`src/rtl/hpu_prf_wb_arb_pkg.sv`:
```
// Types shared by the PRF writeback arbiter and its MDU FIFO.
// Provides index/data/ckpt types, wb entry bundle and chk_ckpt().
package hpu_prf_wb_arb_pkg;

    localparam int PHY_SR_W = 6;
    localparam int DATA_W   = 32;
    localparam int CKPT_W   = 3;

    typedef logic [PHY_SR_W-1:0] phy_sr_index_t;
    typedef logic [DATA_W-1:0]   data_t;
    typedef logic [CKPT_W-1:0]   ckpt_t;

    typedef struct packed {
        logic  en;
        ckpt_t ckpt;
    } update_ckpt_t;

    typedef struct packed {
        logic          en;
        phy_sr_index_t index;
    } awake_index_t;

    typedef struct packed {
        logic          vld;
        phy_sr_index_t index;
        data_t         data;
        ckpt_t         ckpt;
    } wb_entry_t;

    // True when ckpt lies in the circular window [rcov, prefet],
    // i.e. the instruction is at or after the recovery point.
    function automatic logic chk_ckpt(ckpt_t ckpt,
                                      ckpt_t rcov,
                                      ckpt_t prefet);
        ckpt_t d_c;
        ckpt_t d_p;
        d_c = ckpt - rcov;
        d_p = prefet - rcov;
        return d_c <= d_p;
    endfunction

endpackage

```
`src/rtl/hpu_wb_fifo.sv`:
```
// MDU writeback FIFO: single push, up to two pops, per-entry ckpt kill.
// Ports: flush/kill controls, push entry, pop count, head/head+1, count.
module hpu_wb_fifo
    import hpu_prf_wb_arb_pkg::*;
#(
    parameter int  DEPTH = 4,
    localparam int CNT_W = $clog2(DEPTH) + 1,
    localparam int AW    = $clog2(DEPTH)
) (
    input  logic             clk_i,
    input  logic             rst_i,
    input  logic             flush_i,
    input  update_ckpt_t     kill_i,
    input  ckpt_t            prefet_ckpt_i,
    input  logic             push_i,
    input  wb_entry_t        push_entry_i,
    input  logic [1:0]       pop_n_i,
    output wb_entry_t        head_o,
    output wb_entry_t        head1_o,
    output logic [CNT_W-1:0] count_o
);

    wb_entry_t        mem [DEPTH];
    logic [CNT_W-1:0] rd_ptr;
    logic [CNT_W-1:0] wr_ptr;
    logic [AW-1:0]    rd_a;
    logic [AW-1:0]    rd1_a;
    logic [AW-1:0]    wr_a;

    assign rd_a    = rd_ptr[AW-1:0];
    assign rd1_a   = rd_a + AW'(1);
    assign wr_a    = wr_ptr[AW-1:0];
    assign count_o = wr_ptr - rd_ptr;

    assign head_o  = (count_o != '0) ? mem[rd_a] : '0;
    assign head1_o = (count_o >= CNT_W'(2)) ? mem[rd1_a] : '0;

    always_ff @(posedge clk_i or posedge rst_i) begin
        if (rst_i) begin
            rd_ptr <= '0;
            wr_ptr <= '0;
            for (int i = 0; i < DEPTH; i++) begin
                mem[i] <= '0;
            end
        end else if (flush_i) begin
            rd_ptr <= '0;
            wr_ptr <= '0;
            for (int i = 0; i < DEPTH; i++) begin
                mem[i].vld <= 1'b0;
            end
        end else begin
            rd_ptr <= rd_ptr + CNT_W'(pop_n_i);
            // Killed entries keep their slot; they drain silently.
            for (int i = 0; i < DEPTH; i++) begin
                if (kill_i.en &&
                    chk_ckpt(mem[i].ckpt, kill_i.ckpt,
                             prefet_ckpt_i)) begin
                    mem[i].vld <= 1'b0;
                end
            end
            if (push_i) begin
                wr_ptr     <= wr_ptr + CNT_W'(1);
                mem[wr_a]  <= push_entry_i;
            end
        end
    end

    a_cnt_le_depth: assert property (
        @(posedge clk_i) disable iff (rst_i)
        count_o <= CNT_W'(DEPTH));
    a_no_pop_empty: assert property (
        @(posedge clk_i) disable iff (rst_i)
        CNT_W'(pop_n_i) <= count_o);
    a_no_push_full: assert property (
        @(posedge clk_i) disable iff (rst_i)
        !(push_i && count_o == CNT_W'(DEPTH)));

endmodule

```
`src/rtl/hpu_prf_wb_arb.sv`:
```
// PRF writeback arbiter: ALU0/ALU1 own the ports, MDU fills free slots.
// Ports: ALU/MDU writebacks in, two PRF write ports and MDU awake out.
module hpu_prf_wb_arb
    import hpu_prf_wb_arb_pkg::*;
#(
    parameter int  DEPTH = 4,
    localparam int CNT_W = $clog2(DEPTH) + 1
) (
    input  logic             clk_i,
    input  logic             rst_i,
    input  logic             flush_en_i,
    input  update_ckpt_t     ckpt_rcov_i,
    input  ckpt_t            id__prefet_ckpt_i,
    input  logic             alu0_wb_en_i,
    input  phy_sr_index_t    alu0_wb_index_i,
    input  data_t            alu0_wb_data_i,
    input  logic             alu1_wb_en_i,
    input  phy_sr_index_t    alu1_wb_index_i,
    input  data_t            alu1_wb_data_i,
    input  logic             mdu_wb_vld_i,
    output logic             mdu_wb_rdy_o,
    input  phy_sr_index_t    mdu_wb_index_i,
    input  data_t            mdu_wb_data_i,
    input  ckpt_t            mdu_wb_ckpt_i,
    output logic             prf_wp0_en_o,
    output phy_sr_index_t    prf_wp0_index_o,
    output data_t            prf_wp0_data_o,
    output logic             prf_wp1_en_o,
    output phy_sr_index_t    prf_wp1_index_o,
    output data_t            prf_wp1_data_o,
    output awake_index_t     mdu_awake_o,
    output logic [CNT_W-1:0] mdu_left_size_o
);

    wb_entry_t        head;
    wb_entry_t        head1;
    wb_entry_t        push_entry;
    logic [CNT_W-1:0] count;
    logic [1:0]       pop_n;
    logic             free0;
    logic             free1;
    logic             have1;
    logic             have2;
    logic             kill_a;
    logic             kill_b;
    logic             kill_in;
    logic             live_a;
    logic             live_b;
    logic             wr_a;
    logic             wr_b;
    logic             wp0_fifo;
    logic             wp1_fifo;
    logic             push;

    assign free0 = !alu0_wb_en_i;
    assign free1 = !alu1_wb_en_i;
    assign have1 = count != '0;
    assign have2 = count >= CNT_W'(2);

    always_comb begin
        pop_n = 2'd0;
        unique case (1'b1)
            (free0 && free1): pop_n = have2 ? 2'd2 : {1'b0, have1};
            (free0 ^ free1):  pop_n = {1'b0, have1};
            default:          pop_n = 2'd0;
        endcase
    end

    // Entries hit by this cycle's flush/recovery are already dead.
    assign kill_a = ckpt_rcov_i.en &&
        chk_ckpt(head.ckpt, ckpt_rcov_i.ckpt, id__prefet_ckpt_i);
    assign kill_b = ckpt_rcov_i.en &&
        chk_ckpt(head1.ckpt, ckpt_rcov_i.ckpt, id__prefet_ckpt_i);
    assign live_a = head.vld && !flush_en_i && !kill_a &&
                    (head.index != '0);
    assign live_b = head1.vld && !flush_en_i && !kill_b &&
                    (head1.index != '0);

    assign wr_a = (pop_n != 2'd0) && live_a;
    assign wr_b = (pop_n == 2'd2) && live_b;

    // Head goes to the first free port, head+1 to wp1 only if both free.
    assign wp0_fifo = free0 && wr_a;
    assign wp1_fifo = free1 && (free0 ? wr_b : wr_a);

    always_comb begin
        prf_wp0_en_o    = 1'b0;
        prf_wp0_index_o = '0;
        prf_wp0_data_o  = '0;
        if (alu0_wb_en_i) begin
            prf_wp0_en_o    = 1'b1;
            prf_wp0_index_o = alu0_wb_index_i;
            prf_wp0_data_o  = alu0_wb_data_i;
        end else if (wp0_fifo) begin
            prf_wp0_en_o    = 1'b1;
            prf_wp0_index_o = head.index;
            prf_wp0_data_o  = head.data;
        end
    end

    always_comb begin
        prf_wp1_en_o    = 1'b0;
        prf_wp1_index_o = '0;
        prf_wp1_data_o  = '0;
        if (alu1_wb_en_i) begin
            prf_wp1_en_o    = 1'b1;
            prf_wp1_index_o = alu1_wb_index_i;
            prf_wp1_data_o  = alu1_wb_data_i;
        end else if (wp1_fifo) begin
            prf_wp1_en_o    = 1'b1;
            prf_wp1_index_o = free0 ? head1.index : head.index;
            prf_wp1_data_o  = free0 ? head1.data  : head.data;
        end
    end

    always_comb begin
        mdu_awake_o = '0;
        if (wr_b) begin
            mdu_awake_o = '{en: 1'b1, index: head1.index};
        end else if (wr_a) begin
            mdu_awake_o = '{en: 1'b1, index: head.index};
        end
    end

    assign kill_in = ckpt_rcov_i.en &&
        chk_ckpt(mdu_wb_ckpt_i, ckpt_rcov_i.ckpt, id__prefet_ckpt_i);
    assign mdu_wb_rdy_o    = count < CNT_W'(DEPTH);
    assign mdu_left_size_o = CNT_W'(DEPTH) - count;
    assign push = mdu_wb_vld_i && mdu_wb_rdy_o &&
                  !flush_en_i && !kill_in;

    assign push_entry = '{vld:   1'b1,
                          index: mdu_wb_index_i,
                          data:  mdu_wb_data_i,
                          ckpt:  mdu_wb_ckpt_i};

    hpu_wb_fifo #(.DEPTH(DEPTH)) u_fifo (
        .clk_i         (clk_i),
        .rst_i         (rst_i),
        .flush_i       (flush_en_i),
        .kill_i        (ckpt_rcov_i),
        .prefet_ckpt_i (id__prefet_ckpt_i),
        .push_i        (push),
        .push_entry_i  (push_entry),
        .pop_n_i       (pop_n),
        .head_o        (head),
        .head1_o       (head1),
        .count_o       (count)
    );

    a_wp0_single: assert property (
        @(posedge clk_i) disable iff (rst_i)
        !(alu0_wb_en_i && wp0_fifo));
    a_wp1_single: assert property (
        @(posedge clk_i) disable iff (rst_i)
        !(alu1_wb_en_i && wp1_fifo));

endmodule

```
`config.mk`:
```
export PLATFORM = sky130hd
export DESIGN_NAME = hpu_prf_wb_arb
export DESIGN_NICKNAME = d
export VERILOG_FILES = /design/src/rtl/hpu_prf_wb_arb_pkg.sv /design/src/rtl/hpu_wb_fifo.sv /design/src/rtl/hpu_prf_wb_arb.sv
export SDC_FILE = /design/constraint.sdc
export NUM_CORES = 1
export LEC_CHECK = 0
export ABC_CLOCK_PERIOD_IN_PS = 8830
export CORE_ASPECT_RATIO = 1.75
export CORE_MARGIN = 4
export CORE_UTILIZATION = 50
export CTS_CLUSTER_SIZE = 10
export DETAILED_ROUTE_END_ITERATION = 16
export HOLD_SLACK_MARGIN = 0.1
export PLACE_DENSITY_LB_ADDON = 0.25
export SYNTH_ARGS = -nofsm -noshare
export SYNTH_HDL_FRONTEND = slang
export SYNTH_SLANG_ARGS = --single-unit
```
`constraint.sdc`:
```
create_clock -name clk_i -period 8.83 [get_ports clk_i]
set_input_delay 1.766 -clock clk_i [delete_from_list [all_inputs] [get_ports clk_i]]
set_output_delay 1.766 -clock clk_i [all_outputs]
set_load 0.03 [all_outputs]
```
## After elaboration in Yosys (flattened, before gate mapping)

Index checks and enable logic that the tools add are counted.

| storage, ports and cells | value |
|---|---|
| word-level logic and storage cells | 130 |
| output and inout bits | 89 |
| flip-flop bits (word level) | 174 |

| cells by class | value |
|---|---|
| reductions and logical operators | 34 |
| bitwise logic cells | 5 |
| order comparisons | 13 |
| equal/unequal tests | 1 |
| mux-type cells | 46 |
| $add $sub $neg | 13 |

Operator list:

| cell | count |
|---|---|
| 42-bit 2-to-1 mux | 7 |
| 42-bit binary-select mux with 2-bit select | 2 |
| 168-bit bitwise mux | 1 |
| 168-bit 2-to-1 mux | 1 |
| 32-bit 2-to-1 mux | 5 |
| 42-bit demux with 2-bit select | 1 |
| 6-bit 2-to-1 mux | 5 |
| 3-bit subtractor | 9 |
| 1-bit logical AND | 22 |
| 3-bit <= comparator | 7 |
| 1-bit 2-to-1 mux | 17 |
| 7-bit 2-to-1 mux | 2 |
| 6-bit nonzero test | 2 |
| 3-bit >= comparator (second input constant) | 3 |
| 3-bit 2-to-1 mux | 3 |
| 2-bit inverter with 3-bit output | 3 |
| 1-bit logical NOT | 6 |
| 2-bit one-hot mux with 2 select lines | 1 |
| 2-bit nonzero test | 2 |
| 3-bit by 1-bit adder with 3-bit output (second input constant) | 1 |
| 3-bit by 2-bit adder with 3-bit output | 1 |
| 3-bit by 2-bit >= comparator with 1-bit output (second input constant) | 1 |
| 3-bit by 1-bit < comparator with 1-bit output (second input constant) | 1 |
| 3-bit < comparator (second input constant) | 1 |
| 8 further kinds | 8 |

## Logic depth before layout (Yosys ltp)

| logic depth | value |
|---|---|
| depth in word-level cells | 17 |
| mapped depth | 22 |
| depth with buffers taken out | 18 |

## Cells and area by module

Synthesis repeated with hierarchy kept, for this count alone.

| unflattened totals | value |
|---|---|
| cells, all modules | 1018 |
| area, all modules | 11915.2 µm² |

Modules (own cells, without submodules):

| module | cells each | instances | area an instance (µm²) |
|---|---|---|---|
| hpu_wb_fifo | 662 | 1 | 9789.4 |
| hpu_prf_wb_arb | 356 | 1 | 2125.8 |

## Worst setup path after synthesis

No wires, ideal clock.

| path | value |
|---|---|
| kind | register to output |
| from | reg u_fifo.rd_ptr[1] |
| to | out prf_wp1_data_o[21] |
| setup slack | 1996 ps |
| data required time | 7064 ps |
| path buffers | 6 |
| data arrival time | 5068 ps |
| stages on the path, launching flop included | 23 |
| path through | dfrtp_1 buf_4 buf_4 buf_2 buf_2 inv_1 fa_1 xnor3_2 or3_1 buf_2 nand2_1 ha_1 inv_1 fa_1 xnor2_1 xnor2_1 ha_1 nand4_1 o311a_1 and4_1 nand4_4 buf_8 o221ai_1 |

| between the ends | value |
|---|---|
| longest elaborated chain between the ends | 17 |

RTL lines:

| what | line | text |
|---|---|---|
| from (decl) | hpu_wb_fifo.sv:24 | `logic [CNT_W-1:0] rd_ptr;` |
| from (signal assigned) | hpu_wb_fifo.sv:52 | `rd_ptr <= rd_ptr + CNT_W'(pop_n_i);` |
| 2-bit by 1-bit adder with 2-bit output | hpu_wb_fifo.sv:31 | `assign rd1_a = rd_a + AW'(1);` |
| 2-bit inverter with 3-bit output (not written as such) | hpu_wb_fifo.sv:36 | `assign head1_o = (count_o >= CNT_W'(2)) ? mem[rd1_a] : '0;` |
| 42-bit binary-select mux with 2-bit select | hpu_wb_fifo.sv:36 |  |
| 42-bit 2-to-1 mux (not written as such) (2 in a row) | hpu_wb_fifo.sv:36 |  |
| 42-bit 2-to-1 mux | hpu_wb_fifo.sv:36 |  |
| 3-bit subtractor | hpu_prf_wb_arb_pkg.sv:37 | `d_c = ckpt - rcov;` |
| 3-bit <= comparator | hpu_prf_wb_arb_pkg.sv:39 | `return d_c <= d_p;` |
| 1-bit logical AND | hpu_prf_wb_arb.sv:72 | `assign kill_b = ckpt_rcov_i.en &&` |
| 1-bit logical NOT | hpu_prf_wb_arb.sv:76 | `assign live_b = head1.vld && !flush_en_i && !kill_b &&` |
| 1-bit logical AND (2 in a row) | hpu_prf_wb_arb.sv:76 |  |
| 1-bit logical AND | hpu_prf_wb_arb.sv:80 | `assign wr_b = (pop_n == 2'd2) && live_b;` |
| 1-bit 2-to-1 mux | hpu_prf_wb_arb.sv:84 | `assign wp1_fifo = free1 && (free0 ? wr_b : wr_a);` |
| 1-bit logical AND | hpu_prf_wb_arb.sv:84 |  |
| 32-bit 2-to-1 mux (*) | hpu_prf_wb_arb.sv:109 | `end else if (wp1_fifo) begin` |
| 32-bit 2-to-1 mux (*) | hpu_prf_wb_arb.sv:105 | `if (alu1_wb_en_i) begin` |
| to (decl) | hpu_prf_wb_arb.sv:30 | `output data_t prf_wp1_data_o,` |

Every way passes the cells marked *; elsewhere a longest branch is shown, timed or not. The select of a mux whose other input is x is not followed.

## Worst setup path after layout

| path | value |
|---|---|
| from | reg u_fifo.rd_ptr[0] |
| to | out prf_wp1_data_o[29] |

The elaborated chain is that of the path after synthesis.

==> impl_metrics.toml <==
[synth]
synth_nets = 1191
synth_common_cells = "mux2_2 (176), dfrtp_1 (174), nand2_1 (122), mux2i_1 (70), inv_1 (47)"
synthFlopType = "dfrtp_1"
synth_area_mm2 = 0.0114
yosysMostFrequentCell = "mux2_2"
synth-edff-count = 0
ys_ff_latch = 174
synth_area_leaders = "dfrtp_1 (38%), mux2_2 (17%), mux2i_1 (6.2%), mux4_2 (5.1%), ha_1 (4.4%)"
ys_types = 53
synth_top_area_cell = "dfrtp_1"
ys_warn_count = 0
synthCells = 1011
async_flop_share = 1.00
avgSynthCellArea_um2 = 11.3
netlist.area_leader.share = 0.382
seq_area_frac_synth = 0.382

[clocking]
worstSkewPairLatency_ps = 430
cts.path.max_buffers = 2
htree_num_levels = 4
cts-root-buf = "clkbuf_16"
cts_tree = "built"
clock-sinks = 174
clk_pin_slew_worst_paths_ps = 70
cts_made_buffers = 17
post-cts-setup-buffer-count = 0

[sta]
finalCritPeriodShare = 0.935
hold_viol = 0
skew_ps = 7.46
min_period_ps = 8260
relSlewSlack = 0.243
rsz0062_at_grt = "no"
tns_ps = 0
setup_viol = 0
worstMarginPinSlew_ps = 1140
fmax_mhz = 121
drv_slew = 0

[grt]
grtUsageTotal = 0.242
grt_antenna_before_repair = 4
overflow = 0
grt_max_degree = 115
grt_pass1_vias = 9157
grt_pass1_wl_mm = 47.9

[pwr]
peakVddDrop_v = 0.000142
p_per_area_mw_per_mm2 = 292
power_mw = 4.12
leakage_nw = 6.09

[floorplan]
coreArea_mm2 = 0.0223
initial_core_util = 0.512
io_pins = 219
die_h_um = 208
die_w_um = 122
num_rows = 72
die-area_mm2 = 0.0254

[cells_and_area]
final_net_count = 1368
drive_gt1_frac = 0.248
area_growth_pct = 23.8
fill_cells = 1824

[drt]
dr.first_iter.drc_count = 397
postRouteAntennaNets = 0
dr_total_vias = 8570
drc = 0
post_drt_via_cell_ratio = 5.72
dr.pass1.iters = 4
wire_per_inst_um = 20.1
routed_wirelength_mm = 30.1

[placement]
io_buffers = 218
place_hpwl_mm = 21.2
gp_congestion = 0.862

[setup_path]
end_kind = "output pin"
cp-start-kind = "register"
regToRegStartpoint = "u_fifo.rd_ptr[0]"
arrival_ps = 6490
crit_fanout = 31
startpoint = "u_fifo.rd_ptr[0]"
worstSetupPathType = "reg -> out"
worstPathRequired_ps = 7060

[outcome]
status = "finished clean"

[worst_hold_path]
hold_class = "reg -> reg"

[job]
drv_cap = 0
-- stage by stage --
stage	std cells	util	area (µm²)	hold slack [ps]	setup slack, ps
final	1499	0.634	14100	502	572
after global routing	1499	0.634	14100	517	234
after CTS	1497	0.633	14100	502	314
after detailed placement	1465	0.606	13500	488	382
after global placement	1465	0.606	13500	481	481
after floorplan	1011	-	11400	474	2000
-- power breakdown --
group	switching, mW	internal [mW]
sequential	0.250	1.14
combinational	1.01	0.967
clock	0.328	0.431
total	1.58	2.54
-- cell families after synthesis --
| family | after synthesis | share of synthesized area |
|---|---|---|
| compound gates | 168 | 0.108 |
| simple gates | 196 | 0.0756 |
| flops | 174 | 0.382 |
| buf+inv | 120 | 0.0580 |
| fa+ha+maj | 50 | 0.0615 |
| xor+xnor | 18 | 0.0152 |
| mux | 285 | 0.300 |
-- cell usage in the layout (no fill, tap or decap), drive strengths merged, types with 10 or more instances in the layout --
cell and count:
clkdlybuf4s50 187, mux4 26, dfrtp 174, o21ai 45, xnor2 11, a21oi 33, nand2 122, fa 10
mux2 189, o31ai 31, mux2i 70, o211ai 11, o221ai 31, clkbuf 19, inv 52, nor2 36
buf 44, ha 40
-- cell type report --
class,count,area (µm²),area share
Sequential cell,174,4360,0.309
Antenna cell,2,5.00,0.000355
Timing Repair Buffer,231,2200,0.156
Clock inverter,13,154,0.0109
Multi-Input combinational cell,717,6390,0.453
Tap cell,296,370,0.0263
Inverter,47,181,0.0129
Clock buffer,19,443,0.0314
-- path summary, 6_finish.rpt --
kind	slack [ps]	cells past startpoint	end
max in group asynchronous	5440	3	async pin
setup / recovery	570	19	prf_wp1_data_o[29]
hold / removal	500	1	register
setup reg to reg	4800	10	register
hold reg to reg	500	1	register
min in group asynchronous	1890	2	async pin
-- routing by layer --
| layer | vias up | global-route usage | routed length, µm |
|---|---|---|---|
| met2 | 204 | 0.450 | 16600 |
| met5 | - | 0 | 31 |
| met4 | 4 | 0.0994 | 956 |
| li1 | 4035 | - | - |
| met3 | 55 | 0.0444 | 1270 |
| met1 | 4272 | 0.263 | 11200 |
-- worst max-delay path, stage by stage (launching register included) --
cell	delay, ps
dfrtp_4	730
ha_1	230
inv_1	50
fa_1	350
xnor3_2	430
or3_1	550
nand2_1	140
ha_1	150
inv_1	50
fa_1	390
xnor2_1	190
xnor2_1	150
ha_1	260
nand4_1	70
o311a_1	160
and4_1	320
nand4_4	450
buf_4	400
o221ai_2	230
clkdlybuf4s50_1	730
-- repair_timing --
action / 4_1_cts / 5_1_grt
endpoints found under the setup margin: 0 / 28
hold buffers: 0 / 0
gates resized for setup: 0 / 1
endpoints found under the hold margin: 0 / 0
No activity file was read; power rests on OpenSTA's default activity.
